===== src/rtl/mdu_pkg.sv =====
// Shared types and defaults for the multicycle multiply/divide unit.
package mdu_pkg;

  localparam int DEFAULT_WIDTH = 32;

  typedef enum logic [1:0] {
    IDLE = 2'd0,
    MULT = 2'd1,
    DIV  = 2'd2,
    FIN  = 2'd3
  } state_t;

  typedef enum logic {
    OP_MULT = 1'b0,
    OP_DIV  = 1'b1
  } op_t;

endpackage


===== src/rtl/mdu_div_step.sv =====
// One restoring-division step on unsigned magnitudes: shift in a dividend bit, subtract if it fits.
module mdu_div_step #(
  parameter int WIDTH = 32
) (
  input  logic [WIDTH-1:0] rem,
  input  logic             dividend_bit,
  input  logic [WIDTH-1:0] divisor,
  output logic [WIDTH-1:0] rem_next,
  output logic             q_bit
);

  logic [WIDTH:0]   shifted;
  logic [WIDTH-1:0] diff;

  assign shifted = {rem, dividend_bit};
  // When the subtraction succeeds the difference is below the divisor, so W bits hold it.
  assign diff     = shifted[WIDTH-1:0] - divisor;
  assign q_bit    = (shifted >= {1'b0, divisor});
  assign rem_next = q_bit ? diff : shifted[WIDTH-1:0];

endmodule


===== src/rtl/mult_div_unit.sv =====
// Multicycle Booth multiplier / restoring divider feeding the HI/LO muxes.
// Optional macro UNSIGNED_OPS_EN adds the is_unsigned input (multu/divu).
module mult_div_unit
  import mdu_pkg::*;
#(
  parameter  int WIDTH = DEFAULT_WIDTH,
  localparam int CNT_W = $clog2(WIDTH) + 1
) (
  input  logic             clk,
  input  logic             reset,
`ifdef UNSIGNED_OPS_EN
  input  logic             is_unsigned,
`endif
  input  logic             start_mult,
  input  logic             start_div,
  input  logic [WIDTH-1:0] a,
  input  logic [WIDTH-1:0] b,
  output logic             busy,
  output logic             done,
  output logic             div_zero,
  output logic [WIDTH-1:0] high_out,
  output logic [WIDTH-1:0] low_out,
  output state_t           dbg_state
);

  // Handshake: start_* is a one-cycle request honoured only in IDLE; anything else is
  // dropped. done pulses one cycle when high_out/low_out carry the new result.

  state_t                  state;
  logic [CNT_W-1:0]        cnt;
  logic signed [WIDTH:0]   acc_hi;
  logic signed [WIDTH:0]   mcand;
  logic [WIDTH-1:0]        acc_lo;
  logic                    q_m1;
  logic                    corr;
  logic [WIDTH-1:0]        rem;
  logic [WIDTH-1:0]        dvd;
  logic [WIDTH-1:0]        dvs;
  logic                    neg_q;
  logic                    neg_r;
  logic                    uns;

`ifdef UNSIGNED_OPS_EN
  assign uns = is_unsigned;
`else
  assign uns = 1'b0;
`endif

  assign dbg_state = state;

  logic signed [WIDTH:0] booth_sum;
  logic signed [WIDTH:0] nxt_hi;
  logic [WIDTH-1:0]      nxt_lo;
  logic [WIDTH-1:0]      mult_hi;

  always_comb begin
    booth_sum = acc_hi;
    case ({acc_lo[0], q_m1})
      2'b01:   booth_sum = acc_hi + mcand;
      2'b10:   booth_sum = acc_hi - mcand;
      default: booth_sum = acc_hi;
    endcase
  end

  assign nxt_hi = {booth_sum[WIDTH], booth_sum[WIDTH:1]};
  assign nxt_lo = {booth_sum[0], acc_lo[WIDTH-1:1]};
  // Booth treats b as signed; an unsigned b with its MSB set needs a*2^W added back.
  assign mult_hi = nxt_hi[WIDTH-1:0] + (corr ? mcand[WIDTH-1:0] : '0);

  logic [WIDTH-1:0] step_rem;
  logic             step_q;
  logic [WIDTH-1:0] quo_next;
  logic [WIDTH-1:0] a_mag;
  logic [WIDTH-1:0] b_mag;

  mdu_div_step #(.WIDTH(WIDTH)) u_div_step (
    .rem          (rem),
    .dividend_bit (dvd[WIDTH-1]),
    .divisor      (dvs),
    .rem_next     (step_rem),
    .q_bit        (step_q)
  );

  assign quo_next = {dvd[WIDTH-2:0], step_q};
  assign a_mag    = (!uns && a[WIDTH-1]) ? -a : a;
  assign b_mag    = (!uns && b[WIDTH-1]) ? -b : b;

  always_ff @(posedge clk or posedge reset) begin
    if (reset) begin
      state    <= IDLE;
      cnt      <= '0;
      acc_hi   <= '0;
      mcand    <= '0;
      acc_lo   <= '0;
      q_m1     <= 1'b0;
      corr     <= 1'b0;
      rem      <= '0;
      dvd      <= '0;
      dvs      <= '0;
      neg_q    <= 1'b0;
      neg_r    <= 1'b0;
      busy     <= 1'b0;
      done     <= 1'b0;
      div_zero <= 1'b0;
      high_out <= '0;
      low_out  <= '0;
    end else begin
      done     <= 1'b0;
      div_zero <= 1'b0;
      case (state)
        IDLE: begin
          if (start_mult) begin
            mcand  <= uns ? {1'b0, a} : {a[WIDTH-1], a};
            acc_hi <= '0;
            acc_lo <= b;
            q_m1   <= 1'b0;
            corr   <= uns & b[WIDTH-1];
            cnt    <= CNT_W'(WIDTH);
            busy   <= 1'b1;
            state  <= MULT;
          end else if (start_div) begin
            if (b == '0) begin
              done     <= 1'b1;
              div_zero <= 1'b1;
              state    <= FIN;
            end else begin
              rem   <= '0;
              dvd   <= a_mag;
              dvs   <= b_mag;
              neg_q <= !uns && (a[WIDTH-1] ^ b[WIDTH-1]);
              neg_r <= !uns && a[WIDTH-1];
              cnt   <= CNT_W'(WIDTH);
              busy  <= 1'b1;
              state <= DIV;
            end
          end
        end
        MULT: begin
          acc_hi <= nxt_hi;
          acc_lo <= nxt_lo;
          q_m1   <= acc_lo[0];
          cnt    <= cnt - CNT_W'(1);
          if (cnt == CNT_W'(1)) begin
            high_out <= mult_hi;
            low_out  <= nxt_lo;
            busy     <= 1'b0;
            done     <= 1'b1;
            state    <= FIN;
          end
        end
        DIV: begin
          rem <= step_rem;
          dvd <= quo_next;
          cnt <= cnt - CNT_W'(1);
          if (cnt == CNT_W'(1)) begin
            low_out  <= neg_q ? -quo_next : quo_next;
            high_out <= neg_r ? -step_rem : step_rem;
            busy     <= 1'b0;
            done     <= 1'b1;
            state    <= FIN;
          end
        end
        FIN:     state <= IDLE;
        default: state <= IDLE;
      endcase
    end
  end

endmodule

===== config.mk =====
export PLATFORM = sky130hd
export DESIGN_NAME = mult_div_unit
export DESIGN_NICKNAME = d
export VERILOG_FILES = /design/src/rtl/mdu_pkg.sv /design/src/rtl/mdu_div_step.sv /design/src/rtl/mult_div_unit.sv
export SDC_FILE = /design/constraint.sdc
export NUM_CORES = 1
export LEC_CHECK = 0
export ABC_AREA = 1
export CAP_MARGIN = 20
export CORE_MARGIN = 4
export CORE_UTILIZATION = 55
export CTS_BUF_LIST = sky130_fd_sc_hd__clkbuf_8
export CTS_CLUSTER_SIZE = 25
export DETAILED_ROUTE_END_ITERATION = 8
export GPL_TIMING_DRIVEN = 1
export PLACE_DENSITY_LB_ADDON = 0.3
export SYNTH_ARGS = -nofsm -noshare
export SYNTH_HDL_FRONTEND = slang
export SYNTH_SLANG_ARGS = --single-unit

===== constraint.sdc =====
create_clock -name clk -period 29.9 [get_ports clk]
set_input_delay 8.97 -clock clk [delete_from_list [all_inputs] [get_ports clk]]
set_output_delay 8.97 -clock clk [all_outputs]
set_load 0.02 [all_outputs]

==> impl_metrics.json <==
{
  "setup_slack_ns": 16.04,
  "cts_tree": "yes",
  "multi_input_area_mm2": 0.0122,
  "r2r-start": "rem[7]$_DFFE_PP0P_",
  "synthesis.area_mm2": 0.0210,
  "clk_latency_ns": 0.65,
  "cts-root-buf": "clkbuf_8",
  "dieArea_mm2": 0.0414,
  "area_delta_synth_final_pct": 13.0,
  "worstPathMaxFanout": 57,
  "yosys_warnings": 0,
  "drc": 0,
  "outcome": "finished clean",
  "start_kind": "primary input",
  "crit_start": "b[31]",
  "hold_violations": 0,
  "cap_violations": 0,
  "gp_congestion": 0.984,
  "final.setup.tns_ns": 0,
  "yosys_register_bits": 270,
  "boundaryPins": 137,
  "synth-main-ff-cell": "dfrtp_1",
  "setup_violations": 0,
  "h-tree-depth": 2,
  "postLayoutCoreUtil_pct": 63.1,
  "path_cells": "clkdlybuf4s50_1 > inv_1 > nand4_1 > nor3_1 > nor2_1 > nand3_2 > inv_2 > a21oi_4 > buf_4 > inv_1 > buf_4 > nand2_1 > o21ai_0",
  "report.final.slew_viol_count": 0,
  "postCtsSetupBuffers": 0,
  "dp_slack_ns": 15.54,
  "die_w_um": 204,
  "max-clock-path-buffers": 3,
  "worstMarginPinSlew_ns": 1.04,
  "hold_path_end": "high_out[19]$_DFFE_PP0P_",
  "hold_slack_ns": 0.475,
  "hold_path.startpoint": "high_out[19]$_DFFE_PP0P_",
  "critPathKind": "in2reg",
  "vias_per_cell": 5.72,
  "num_vias": 21900,
  "dpl.hpwl_um": 55400,
  "min_path_cells": 2,
  "die_h_um": 204,
  "grt.overflow.total": 0,
  "synth.distinct_cells": 63,
  "rrSetupSlack_ns": 24.22,
  "io_buffer_count": 136,
  "critPathRequiredTime_ns": 30.41,
  "synth_area_per_cell_um2": 6.60,
  "drive_above_1_share_pct": 6.88,
  "skew_ns": 0.0410,
  "cts_sinks": 270,
  "rr_worst_depth": 28,
  "routed_wl_um": 72000,
  "drt-initial-drc-count": 2161,
  "grt_max_degree": 137,
  "yosysSeqAreaShare_pct": 32.1,
  "first_global_vias": 20600,
  "hp-class": "reg2reg",
  "num_antenna_cells": 0,
  "start_util_pct": 55.8,
  "endpoint_kind": "register",
  "rsz0062_at_grt": "no",
  "core_area_mm2": 0.0377,
  "fin_crit_sh_pct": 46.4,
  "grt_pass1_wl_um": 112000,
  "period_minus_slack_ns": 13.86,
  "first_pass_iters": 6,
  "cpMaxStageDelayCell": "clkdlybuf4s50_1",
  "holdBufCountCts": 0,
  "slew_headroom_pct": 30.9,
  "wire_per_inst_um": 18.8,
  "antenna_found_initial": 0,
  "synth_fp_nets": 3334,
  "cp.arrival_ns": 14.37,
  "timing.fmax_ghz": 0.0721,
  "post_cts_resized": 0,
  "synth-async-reset-ratio_pct": 100,
  "final_nets": 3423,
  "num_rows": 71,
  "r2r_end": "low_out[28]$_DFFE_PP0P_",
  "ant_nets": 0,
  "seqCellArea_mm2": 0.00676,
  "max_stage_delay_ns": 1.13,
  "syn_inst": 3188,
  "path_clk_slew_ns": 0.06,
  "synth_edf_count": 0,
  "cts_made_buffers": 47,
  "grt_usage_pct": 34.0,
  "fillerInstances": 3598
}
[kinds of logic (layout without fill, tap and decap cells)]
group,Yosys count,after routing,share of synthesized area [%]
mux,6,6,0.321
fa+ha+maj,78,78,4.71
compound gates,524,524,14.3
flops,270,270,32.1
simple gates,1659,1659,34.1
xor+xnor,99,99,4.16
buf+inv,552,677,10.3
[placed cells by master (no fill, tap or decap), types with 4 or more instances in the layout]
cell type	Yosys	layout
nand2_1	889	888
inv_1	423	431
nor2_1	340	340
dfrtp_1	270	270
o21ai_0	243	242
nand3_1	203	203
clkdlybuf4s50_1	0	136
a21oi_1	105	103
xor2_1	81	81
ha_1	76	75
clkbuf_8	0	62
nand4_1	48	48
nor3_1	46	46
a31oi_1	29	29
or2_2	27	27
o22ai_1	27	27
nand2_2	24	25
o211ai_1	25	25
o31ai_1	23	23
buf_4	2	20
xnor2_1	17	17
nor2_2	16	16
o21ai_1	15	15
nor4_1	14	14
nand3_2	12	12
inv_2	10	11
o21bai_1	10	10
a21o_1	10	10
nor2_4	10	10
nand3b_1	7	7
nand2_4	7	7
mux2_2	6	6
o221ai_1	5	5
o21ai_2	5	5
clkinv_2	0	5
and2_1	4	4
o32ai_1	4	4
a41oi_1	4	4
[worst max-delay path by stage]
| stage | end | slack [ns] | cells past startpoint |
|---|---|---|---|
| 2_1_floorplan | acc_hi[0]$_DFFE_PP0P_ | 13.49 | 1 |
| 5_1_grt | rem[18]$_DFFE_PP0P_ | 15.50 | 13 |
| 6_report | rem[6]$_DFFE_PP0P_ | 16.04 | 13 |
| 3_3_place_gp | rem[18]$_DFFE_PP0P_ | 15.77 | 13 |
| 3_5_place_dp | rem[6]$_DFFE_PP0P_ | 15.54 | 13 |
| 4_1_cts | rem[6]$_DFFE_PP0P_ | 16.20 | 13 |
[state kept, by name, indices dropped and copies added, names as in the netlist, 2 cells and up]
name,flops
acc_hi,32
acc_lo,32
dvd,32
dvs,32
high_out,32
low_out,32
mcand,32
rem,32
cnt,6
dbg_state,2
[through the flow]
step	area (um2)	std cells
2_1_floorplan	21000	3188
3_3_place_gp	22700	3739
3_5_place_dp	22700	3739
4_1_cts	23800	3824
5_1_grt	23800	3824
6_report	23800	3824
[cells in the mapped netlist, types with 3 or more instances]
library cell,count,area [um2]
a21o_1,10,75.1
a21oi_1,105,526
a22o_1,3,26.3
a31oi_1,29,181
a41oi_1,4,35.0
and2_1,4,25.0
and3_1,3,18.8
buf_1,11,41.3
buf_2,17,85.1
buf_6,7,78.8
clkbuf_1,77,289
clkinv_1,3,11.3
dfrtp_1,270,6760
ha_1,76,951
inv_1,423,1590
inv_2,10,37.5
mux2_2,6,67.6
nand2_1,889,3340
nand2_2,24,150
nand2_4,7,78.8
nand3_1,203,1020
nand3_2,12,120
nand3b_1,7,52.6
nand4_1,48,300
nor2_1,340,1280
nor2_2,16,100
nor2_4,10,113
nor3_1,46,230
nor3_2,3,30.0
nor4_1,14,87.6
o211ai_1,25,188
o21ai_0,243,1220
o21ai_1,15,75.1
o21ai_2,5,43.8
o21bai_1,10,75.1
o221ai_1,5,43.8
o22ai_1,27,169
o31ai_1,23,173
o32ai_1,4,35.0
or2_2,27,169
xnor2_1,17,149
xor2_1,81,709
[critical path, delay by kind of cell]
| kind | cells | cell delay (ns) |
|---|---|---|
| simple gates | 5 | 1.81 |
| buf+inv | 6 | 3.11 |
| compound gates | 2 | 0.42 |
[routing by layer]
metal / vias to the layer above / part of all wire, % / GRT usage [%]
li1: 10500 / - / -
met1: 10300 / 43 / 46.6
met2: 946 / 46 / 54.7
met3: 166 / 7.0 / 4.55
met4: 0 / 4.4 / 14.0
met5: - / 0 / 0
[cell type report]
cell class	instances	area share [%]
well taps	511	2.69
inverters	436	6.92
flip-flops and latches	270	28.4
repair buffers	156	6.36
multi-input cells	2366	51.1
clock buffers	62	3.59
clock inverters	23	0.858
Power is not shown: default switching activity piles up to over one toggle a cycle in this logic, so the estimate is an artifact.
